## config.mk

```make
export PLATFORM = sky130hd
export DESIGN_NAME = dmem_access_unit
export DESIGN_NICKNAME = d
export VERILOG_FILES = /design/src/rtl/mips_pkg.sv /design/src/rtl/dmem_store_align.sv /design/src/rtl/dmem_access_unit.sv
export SDC_FILE = /design/constraint.sdc
export NUM_CORES = 1
export LEC_CHECK = 0
export CAP_MARGIN = 40
export CORE_ASPECT_RATIO = 1.2
export CORE_MARGIN = 2
export CORE_UTILIZATION = 46
export CTS_CLUSTER_SIZE = 25
export DETAILED_ROUTE_END_ITERATION = 12
export PLACE_DENSITY = 0.94
export SYNTH_ARGS = -nofsm -noshare
export SYNTH_HDL_FRONTEND = slang
export SYNTH_SLANG_ARGS = --single-unit
```

## constraint.sdc

```tcl
create_clock -name clk -period 6.4 [get_ports clk]
set_clock_uncertainty 0.1 [all_clocks]
set_input_delay 1.92 -clock clk [delete_from_list [all_inputs] [get_ports clk]]
set_output_delay 1.92 -clock clk [all_outputs]
set_load 0.02 [all_outputs]
```

## src/rtl/mips_pkg.sv

```systemverilog
// Shared MIPS definitions for the M-stage data-memory path: load/store opcodes,
// access-unit FSM encoding and byte-enable patterns.
package mips_pkg;

  localparam logic [5:0] OP_LB  = 6'b100000;
  localparam logic [5:0] OP_LH  = 6'b100001;
  localparam logic [5:0] OP_LW  = 6'b100011;
  localparam logic [5:0] OP_LBU = 6'b100100;
  localparam logic [5:0] OP_LHU = 6'b100101;
  localparam logic [5:0] OP_SB  = 6'b101000;
  localparam logic [5:0] OP_SH  = 6'b101001;
  localparam logic [5:0] OP_SW  = 6'b101011;

  typedef enum logic [1:0] {
    ST_IDLE = 2'd0,
    ST_WAIT = 2'd1,
    ST_RESP = 2'd2
  } dmem_state_e;

  typedef enum logic [1:0] {
    SZ_BYTE = 2'd0,
    SZ_HALF = 2'd1,
    SZ_WORD = 2'd2
  } acc_size_e;

  localparam logic [3:0] BE_BYTE0   = 4'b0001;
  localparam logic [3:0] BE_HALF_LO = 4'b0011;
  localparam logic [3:0] BE_HALF_HI = 4'b1100;
  localparam logic [3:0] BE_WORD    = 4'b1111;

  function automatic logic is_misaligned(input acc_size_e sz, input logic [1:0] off);
    logic mis;
    mis = 1'b0;
    case (sz)
      SZ_HALF: mis = off[0];
      SZ_WORD: mis = |off;
      default: mis = 1'b0;
    endcase
    return mis;
  endfunction

endpackage

```

## src/rtl/dmem_store_align.sv

```systemverilog
// Opcode decode for the data-memory path: access size, alignment check,
// byte enables and lane-replicated store data.
module dmem_store_align
  import mips_pkg::*;
(
  input  logic [5:0]  op_i,
  input  logic [1:0]  off_i,
  input  logic [31:0] wdata_i,
  output logic        access_o,
  output logic        is_store_o,
  output logic        misalign_o,
  output logic [3:0]  be_o,
  output logic [31:0] wdata_o
);

  acc_size_e size;

  always_comb begin
    access_o   = 1'b0;
    is_store_o = 1'b0;
    size       = SZ_WORD;
    case (op_i)
      OP_LB, OP_LBU: begin access_o = 1'b1; size = SZ_BYTE; end
      OP_LH, OP_LHU: begin access_o = 1'b1; size = SZ_HALF; end
      OP_LW:         begin access_o = 1'b1; size = SZ_WORD; end
      OP_SB:         begin access_o = 1'b1; is_store_o = 1'b1; size = SZ_BYTE; end
      OP_SH:         begin access_o = 1'b1; is_store_o = 1'b1; size = SZ_HALF; end
      OP_SW:         begin access_o = 1'b1; is_store_o = 1'b1; size = SZ_WORD; end
      default:       begin access_o = 1'b0; end
    endcase
  end

  assign misalign_o = access_o & is_misaligned(size, off_i);

  // Loads always fetch the whole word; the extension stage picks the lane.
  always_comb begin
    be_o    = BE_WORD;
    wdata_o = wdata_i;
    if (is_store_o) begin
      case (size)
        SZ_BYTE: begin
          be_o    = BE_BYTE0 << off_i;
          wdata_o = {4{wdata_i[7:0]}};
        end
        SZ_HALF: begin
          be_o    = off_i[1] ? BE_HALF_HI : BE_HALF_LO;
          wdata_o = {2{wdata_i[15:0]}};
        end
        default: begin
          be_o    = BE_WORD;
          wdata_o = wdata_i;
        end
      endcase
    end
  end

endmodule

```

## src/rtl/dmem_access_unit.sv

```systemverilog
// M-stage data-memory front end: issues one aligned load/store over a req/ack
// bus, stalls the pipeline until it completes and returns the raw read word.
//
//  state | meaning
//  IDLE  | no access outstanding; current M-stage instruction evaluated
//  WAIT  | mem_req held, waiting for mem_ack or timeout; pipeline stalled
//  RESP  | access finished; one release cycle, rvalid_o/bus_err_o pulse here
module dmem_access_unit
  import mips_pkg::*;
#(
  parameter int unsigned WAIT_LIMIT = 255
) (
  input  logic        clk,
  input  logic        rst_n,
  input  logic        valid_m,
  input  logic [5:0]  op_m,
  input  logic [31:0] addr_m,
  input  logic [31:0] wdata_m,
  input  logic        flush_m,
  output logic        stall_o,
  output logic [31:0] dmout_o,
  output logic [1:0]  byteoff_o,
  output logic        rvalid_o,
  output logic        adel_o,
  output logic        ades_o,
  output logic        bus_err_o,
  output logic        mem_req,
  output logic        mem_we,
  output logic [3:0]  mem_be,
  output logic [31:0] mem_addr,
  output logic [31:0] mem_wdata,
  input  logic        mem_ack,
  input  logic [31:0] mem_rdata
);

  localparam int unsigned CNT_W = $clog2(WAIT_LIMIT + 1);
  localparam logic [CNT_W-1:0] CNT_LAST = CNT_W'(WAIT_LIMIT - 1);

  dmem_state_e state_q, state_d;

  logic             al_access, al_store, al_misalign;
  logic [3:0]       al_be;
  logic [31:0]      al_wdata;
  logic             accept, in_idle, in_wait, ack_hit, timeout;

  logic             mem_req_q, mem_we_q;
  logic [3:0]       mem_be_q;
  logic [31:0]      mem_addr_q, mem_wdata_q, dmout_q;
  logic [1:0]       off_q, byteoff_q;
  logic             kill_q, rvalid_q, bus_err_q;
  logic [CNT_W-1:0] cnt_q;

  dmem_store_align u_align (
    .op_i       (op_m),
    .off_i      (addr_m[1:0]),
    .wdata_i    (wdata_m),
    .access_o   (al_access),
    .is_store_o (al_store),
    .misalign_o (al_misalign),
    .be_o       (al_be),
    .wdata_o    (al_wdata)
  );

  assign in_idle = (state_q == ST_IDLE);
  assign in_wait = (state_q == ST_WAIT);
  assign ack_hit = in_wait & mem_ack;
  // counter reads k-1 during the k-th WAIT cycle, so timeout lands on cycle WAIT_LIMIT
  assign timeout = in_wait & ~mem_ack & (cnt_q == CNT_LAST);

  always_ff @(posedge clk or negedge rst_n) begin
    if (!rst_n) state_q <= ST_IDLE;
    else        state_q <= state_d;
  end

  always_comb begin
    state_d = state_q;
    case (state_q)
      ST_IDLE: if (accept) state_d = ST_WAIT;
      ST_WAIT: if (mem_ack || timeout) state_d = ST_RESP;
      ST_RESP: state_d = ST_IDLE;
      default: state_d = ST_IDLE;
    endcase
  end

  always_comb begin
    accept  = in_idle & valid_m & al_access & ~al_misalign & ~flush_m;
    stall_o = accept | in_wait;
    adel_o  = in_idle & valid_m & al_access & ~al_store & al_misalign;
    ades_o  = in_idle & valid_m & al_access &  al_store & al_misalign;
  end

  always_ff @(posedge clk or negedge rst_n) begin
    if (!rst_n) begin
      mem_req_q   <= 1'b0;
      mem_we_q    <= 1'b0;
      mem_be_q    <= 4'b0;
      mem_addr_q  <= 32'b0;
      mem_wdata_q <= 32'b0;
      off_q       <= 2'b0;
      byteoff_q   <= 2'b0;
      dmout_q     <= 32'b0;
      kill_q      <= 1'b0;
      cnt_q       <= '0;
      rvalid_q    <= 1'b0;
      bus_err_q   <= 1'b0;
    end else begin
      rvalid_q  <= ack_hit & ~mem_we_q & ~kill_q & ~flush_m;
      bus_err_q <= timeout;
      if (accept) begin
        mem_req_q   <= 1'b1;
        mem_we_q    <= al_store;
        mem_be_q    <= al_be;
        mem_addr_q  <= {addr_m[31:2], 2'b00};
        mem_wdata_q <= al_wdata;
        off_q       <= addr_m[1:0];
        kill_q      <= 1'b0;
        cnt_q       <= '0;
      end
      if (in_wait) begin
        cnt_q <= cnt_q + CNT_W'(1);
        if (flush_m) kill_q <= 1'b1;
        if (mem_ack) begin
          mem_req_q <= 1'b0;
          dmout_q   <= mem_rdata;
          byteoff_q <= off_q;
        end else if (timeout) begin
          mem_req_q <= 1'b0;
        end
      end
    end
  end

  assign mem_req   = mem_req_q;
  assign mem_we    = mem_we_q;
  assign mem_be    = mem_be_q;
  assign mem_addr  = mem_addr_q;
  assign mem_wdata = mem_wdata_q;
  assign dmout_o   = dmout_q;
  assign byteoff_o = byteoff_q;
  assign rvalid_o  = rvalid_q;
  assign bus_err_o = bus_err_q;

endmodule

```

==> summary.txt, run 1 <==
Status
  – Status: finished clean

Worst setup path
  – Worst path bufs/invs: 2
  – Crit path required time: about 4.4 ns
  – Crit path arrival time: 4.11 ns
  – R2r worst-path depth: 6
  – Crit path max fanout: 6
  – Delay-heaviest family, CP: buffers and inverters
  – Worst setup SP type: primary input
  – Most frequent CP cell: clkdlybuf4s50_1
  – Slowest-stage cell, CP: clkdlybuf4s50_1
  – CP Cell Sequence: clkdlybuf4s50_1, or2_1, a221o_1, or3_4, nand2_1, clkdlybuf4s50_1
  – Critical path type: in -> out
  – Setup crit end kind: primary output
  – Slowest stage delay, CP: around 0.61 ns
  – Reg-to-reg critical path endpoint: mem_addr[24]
  – R2R setup slack: 4.15 ns
  – Critical R2R Launch: state_q[1]

STA
  – Slew Viols, Final: 0
  – Final Cycle Share: 95.8%
  – Worst hold slack: approximately 0.34 ns
  – Final Hold Viols: 0
  – Max frequency: 163 MHz
  – RSZ-0062 raised after global routing: no
  – Post-route setup TNS: 0 ns
  – Worst-Margin Slew: 0.651 ns
  – Final setup fails: 0
  – Fin crit period: 6.13 ns
  – Relative slew margins: 56.6%

GRT
  – Initial antenna violation count: 0
  – Total GRT Usage: roughly a quarter
  – Largest net degree at the start of global routing: 60
  – First-pass GRT wire length: 22.9 mm
  – Vias in the first global route: around 4500
  – GRT Residual Overflow: 0

Clock tree
  – Clk Latency, worst-skew pair: 0.40 ns
  – Clock-pin slew on the worst setup and hold paths: ~0.05 ns
  – Num CTS Buffers: 17
  – Clk sink count: 117
  – Gates resized, CTS repair: 0
  – Post-CTS Setup Inserts: 0
  – TritonCTS clock tree: built
  – Hold buffers post-CTS: 0
  – CTS root buf: clkbuf_16
  – Longest Clk Path Bufs: 2
  – Htree depth: 4

Final layout
  – Multi-input gate area: about 0.0019 mm²
  – Share of post-route cells with drive strength above 1: approximately 22%
  – Number of fill cells in the layout: 654
  – Area delta synth->final: 57.4%
  – Final core utilization: about three quarters
  – FF+latch area: 0.00293 mm²
  – Ant. Diodes: 0
  – Fin nets: 706

Power
  – Flop pwr share: 36.7%
  – Clock network fraction of design power: 33.9%
  – Pint: 1.98 mW
  – Peak supply drop: around 270 µV
  – Pwr Total: 2.79 mW
  – LEAKAGE: ~3.4 nW
  – Gate power share: between 20% and 30%
  – Switching power: between 0.8 and 0.9 mW
  – Power per cell area: 354 mW/mm²
  – Switching part of the total power: 29.1%

Floorplan
  – Site Rows: 41
  – Starting Density: 47.3%
  – Die area: 0.0117 mm²
  – Die height: 118 µm
  – I/O Pins: 216
  – Core Box Area: between 0.01 and 0.015 mm²
  – Die width: between 90 and 100 µm

Placed design
  – Post-DP HPWL: 10.3 mm
  – Number of port buffers: ~210
  – Gpl congestion: 0.921

Logic synthesis
  – Netlist cell types: 43
  – Ys async rst share: 100%
  – Synth Warn #: 0
  – Primary FF master, synth: dfrtp_1
  – Synth Register Bits: 117
  – Syn Inst Count: 378
  – Avg Inst Size Synth: 13.2 µm²
  – Netlist Area Pre-Place: 0.00500 mm²
  – EDFF count, synth: 0
  – Sequential element share of the synthesized area: 58.6%

Detailed routing
  – Final wirelength: approximately 14 mm
  – Via density: 5.51
  – Final routed DRC violation total: 0
  – Vias: ~4100
  – 1st-iter DRT viols: 195
  – Wirelength per Cell: about 19 µm
  – ANT nets after route: 0
  – DRT Pass-1 Iters: 4

Job
  – Max-Cap Viols: 0

Min path
  – Worst hold endpoint: rvalid_o
  – Hold path start: kill_q
  – Min-Delay Path Class: reg -> reg
  – WHS Path Cells: 1
[metrics by stage]
stage | setup WS (ns) | cells | instance area (µm²)
after CTS | 0.300 | 738 | 7870
after global routing | 0.195 | 738 | 7870
after floorplan | 1.11 | 379 | 5000
after global placement | 0.318 | 705 | 7240
after detailed placement | 0.300 | 707 | 7280
final | 0.267 | 738 | 7870
[metal layers]
layer | vias up | wire [µm] | GRT usage (%)
met3 | 35 | 1230 | 9.76
met5 | - | 0 | 0
met2 | 215 | 7340 | 42.0
met1 | 1994 | 5050 | 28.3
met4 | 0 | 471 | 11.3
li1 | 1824 | - | -
[worst max path at each step]
stage / startpoint / to / slack (ns) / depth (start not counted)
detailed placement: addr_m[1] / stall_o / 0.30 / 6
CTS: addr_m[0] / stall_o / 0.30 / 6
finish: addr_m[0] / stall_o / 0.27 / 6
floorplan: addr_m[1] / stall_o / 1.11 / 6
global route: addr_m[0] / stall_o / 0.20 / 6
global placement: addr_m[1] / stall_o / 0.32 / 6
[area by class of cell]
class	instances	area share (%)
Sequential cell	117	37.2
Timing Repair Buffer	225	28.6
Multi-Input combinational cell	232	24.5
Clock buffer	21	5.85
Tap cell	129	2.05
Clock inverter	10	1.65
Inverter	4	0.191
[cells in the final DEF (no fill, tap or decap), drive strengths merged, types with 3 or more instances in the layout]
| cell | synthesis | final |
|---|---|---|
| clkbuf | 13 | 21 |
| dfrtp | 117 | 117 |
| nand3 | 13 | 13 |
| clkdlybuf4s50 | 0 | 212 |
| buf | 13 | 13 |
| clkinv | 0 | 5 |
| o31ai | 18 | 18 |
| bufinv | 0 | 3 |
| nand2 | 11 | 11 |
| and3 | 3 | 3 |
| inv | 4 | 4 |
| mux2i | 8 | 8 |
| mux2 | 95 | 95 |
| o211ai | 4 | 4 |
| nor2 | 6 | 6 |
| nor2b | 4 | 4 |
| nor3 | 4 | 4 |
| o21ai | 38 | 38 |
[sequential cells by signal (all words and copies together), names as in the netlist, 2 cells and up]
register,flops
byteoff_o,2
cnt_q,8
dmout_o,32
mem_addr,30
mem_be,4
mem_wdata,32
off_q,2
state_q,2
[worst register-to-register path, stage by stage, from the launching register on]
cell,delay (ns)
dfrtp_1,0.38
nor2_1,0.14
o211ai_2,0.13
buf_4,0.23
nor3_4,0.16
buf_4,0.54
mux2_2,0.45
[power groups by stage]
stage	sequential [mW]	combinational (mW)	clock (mW)
2_1_floorplan	1.20	0.186	0
4_1_cts	1.02	0.830	0.959
5_1_grt	1.05	0.871	0.994
3_3_place_gp	1.01	0.797	0
3_5_place_dp	1.03	0.819	0
6_report	1.02	0.821	0.944
[synthesized netlist by cell type (all sizes together), types with 2 or more instances]
library cell | count | area (µm²)
dfrtp | 117 | 2930
mux2 | 95 | 1070
o21ai | 38 | 190
o31ai | 18 | 135
buf | 13 | 91.3
clkbuf | 13 | 48.8
nand3 | 13 | 65.1
nand2 | 11 | 41.3
mux2i | 8 | 80.1
nor2 | 6 | 22.5
inv | 4 | 15.0
nor2b | 4 | 25.0
nor3 | 4 | 25.0
o211ai | 4 | 35.0
and3 | 3 | 18.8
a311o | 2 | 20.0
a31oi | 2 | 12.5
ha | 2 | 25.0
nor4 | 2 | 12.5
or2 | 2 | 12.5
or3 | 2 | 17.5
or4 | 2 | 15.0
[cells by family after synthesis]
group / Yosys count / synth area share, %
XOR/XNOR: 1 / 0.175
other: 1 / 0.0750
AO/OA/AOI/OAI: 70 / 8.76
flip-flops: 117 / 58.6
multiplexers: 103 / 23.0
AND/OR/NAND/NOR: 54 / 5.83
adder cells (fa/ha/maj): 2 / 0.500
buffers and inverters: 30 / 3.10
No activity file was read; power rests on OpenSTA's default activity.
==> run 2, diff against run 1 <==
CORE_UTILIZATION = 42   (was 46)
PLACE_DENSITY = 0.88   (was 0.94)
clock period = 5.9 ns   (was 6.4 ns; I/O delays follow)
==> run 2 against run 1 <==
Net effect: critical path depth stayed put; sequential share of layout area decreased by 0.35 points; final cell count increased by 4.2%; non-clock buffer count grew 2; setup slack got worse by 0.13 ns; first-iteration DRC count down 13%; sequential power rose by 9%; cell area grew 0.94%; largest cell class unchanged; highest routed layer unchanged.
==> summary.txt, run 2 (synthesis gave the netlist of run 1 again) <==
Worst setup path
  – Reg-to-reg critical path endpoint: mem_addr[22]
  – R2R setup slack: 3.59 ns (-0.56 ns)
  – R2r worst-path depth: 6 (unchanged)
  – Setup crit end kind: primary output
  – Critical path type: in -> out
  – Crit path arrival time: 3.89 ns (-0.22 ns)
  – Crit path required time: 4.03 ns (-0.35 ns)
  – Crit path max fanout: 2 (-4)
  – Worst setup SP type: primary input
  – Critical R2R Launch: state_q[1]

Power
  – Pwr Total: 3.08 mW (+10%)
  – Peak supply drop: 207 µV (-23%)
  – LEAKAGE: 3.42 nW (+0.34%)
  – Power per cell area: 388 mW/mm² (+9.4%)

Final layout
  – Commonest non-fill, non-tap cell in the layout: clkdlybuf4s50_1
  – Fin nets: 708 (+0.28%)
  – Ant. Diodes: 0 (unchanged)
  – Most frequent cells in the layout: 212 x clkdlybuf4s50_1, 117 x dfrtp_1, 91 x mux2_2, 38 x o21ai_0, 18 x o31ai_1
  – Share of post-route cells with drive strength above 1: 23.0% (+0.54 points)
  – Area delta synth->final: 58.9%

Clock tree
  – Clk Latency, worst-skew pair: 0.40 ns (about the same)
  – Post-CTS Setup Inserts: 0 (unchanged)
  – Htree depth: 4 (unchanged)
  – Longest Clk Path Bufs: 2 (unchanged)
  – Gates resized, CTS repair: 0 (unchanged)
  – Clk sink count: 117 (unchanged)
  – CTS root buf: clkbuf_16
  – Hold buffers post-CTS: 0 (unchanged)
  – Num CTS Buffers: 17 (unchanged)
  – Clock-pin slew on the worst setup and hold paths: 0.06 ns (about the same)
  – TritonCTS clock tree: built

Floorplan
  – Core Box Area: 0.0116 mm² (+9.5%)
  – Die width: 104 µm (+4.5%)
  – Site Rows: 43 (+4.9%)
  – Die height: 124 µm (+4.5%)
  – I/O Pins: 216 (unchanged)
  – Die area: 0.0128 mm² (+9.2%)
  – Starting Density: 43.2% (-4.1 points)

Detailed routing
  – 1st-iter DRT viols: 170 (-13%)
  – ANT nets after route: 0 (unchanged)
  – DRT Pass-1 Iters: 5 (+1)
  – Final routed DRC violation total: 0 (unchanged)
  – Via density: 5.23 (-5.0%)
  – Vias: 4025 (-1.1%)
  – Final wirelength: 13.8 mm (-2.2%)
  – Wirelength per Cell: 17.9 µm (-6.1%)

Placed design
  – Number of port buffers: 213 (unchanged)
  – Gpl congestion: 0.926 (+0.52%)
  – Post-DP HPWL: 10.1 mm (-2.1%)

STA
  – Post-route setup TNS: 0 ns (unchanged)
  – Fin crit period: around 5.8 ns
  – Relative slew margins: 46.5% (-10 points)
  – Max frequency: around 170 MHz
  – Final setup fails: 0 (unchanged)
  – RSZ-0062 raised after global routing: no
  – Final Hold Viols: 0 (unchanged)
  – Slew Viols, Final: 0 (unchanged)
  – Final Cycle Share: 97.6%
  – Worst-Margin Slew: 0.802 ns (+0.151 ns)

GRT
  – GRT Residual Overflow: 0 (unchanged)
  – Initial antenna violation count: 0 (unchanged)
  – Largest net degree at the start of global routing: 65 (+8.3%)
  – Vias in the first global route: 4271 (-5.0%)
  – Total GRT Usage: 22.1% (-3.1 points)
  – First-pass GRT wire length: 22.0 mm (-4.1%)

Status
  – Status: finished clean

Job
  – Max-Cap Viols: 0 (unchanged)

Min path
  – Worst hold endpoint: rvalid_o
  – Hold path start: kill_q
  – Min-Delay Path Class: reg -> reg
  – WHS Path Cells: 1 (unchanged)
-- run 2: final cells by class --
class	instances	area (µm²)
Clock inverter	12	178
Multi-Input combinational cell	232	1930
Sequential cell	117	2930
Timing Repair Buffer	227	2240
Fill cell	861	3620
Tap cell	157	196
Clock buffer	20	457
Inverter	4	15.0
-- run 2: where the power goes --
part,leakage [nW],internal (mW),total [mW],switching (mW)
Sequential,1.51,0.991,1.11,0.116
Clock,0.298,0.728,1.09,0.360
Combinational,1.61,0.473,0.884,0.411
Total,3.42,2.19,3.08,0.887
-- run 2: how the worst max path moves through the flow --
stage          cells past startpoint  startpoint       to
2_1_floorplan                      6   addr_m[1]  stall_o
4_1_cts                            6   addr_m[1]  stall_o
3_5_place_dp                       6   addr_m[1]  stall_o
6_report                           6   addr_m[1]  stall_o
3_3_place_gp                       6   addr_m[1]  stall_o
5_1_grt                            6   addr_m[1]  stall_o
-- run 2: layer usage --
layer | up-vias | track usage [%] | part of all wire [%]
met1 | 2009 | 25.1 | 38
met5 | - | 0 | 0
met3 | 21 | 8.59 | 8.4
met4 | 0 | 6.33 | 1.3
met2 | 180 | 39.2 | 52
li1 | 1815 | - | -
-- run 2: through the flow --
stage / utilization [%] / setup WS, ns / hold slack, ns / cells / cell area (µm²)
floorplan: - / 0.913 / 0.310 / 379 / 5000
global route: 68.7 / 0.106 / 0.334 / 769 / 7940
global placement: 63.1 / 0.153 / 0.319 / 736 / 7290
finish: 68.7 / 0.139 / 0.327 / 769 / 7940
CTS: 68.7 / 0.122 / 0.329 / 769 / 7940
detailed placement: 63.2 / 0.128 / 0.329 / 737 / 7310
-- run 2: critical path, cell delays in order --
cell and delay (ns):
clkdlybuf4s50_1 0.49, or2_1 0.28, a221o_1 0.32, or3_4 0.34
nand2_1 0.07, clkdlybuf4s50_1 0.61
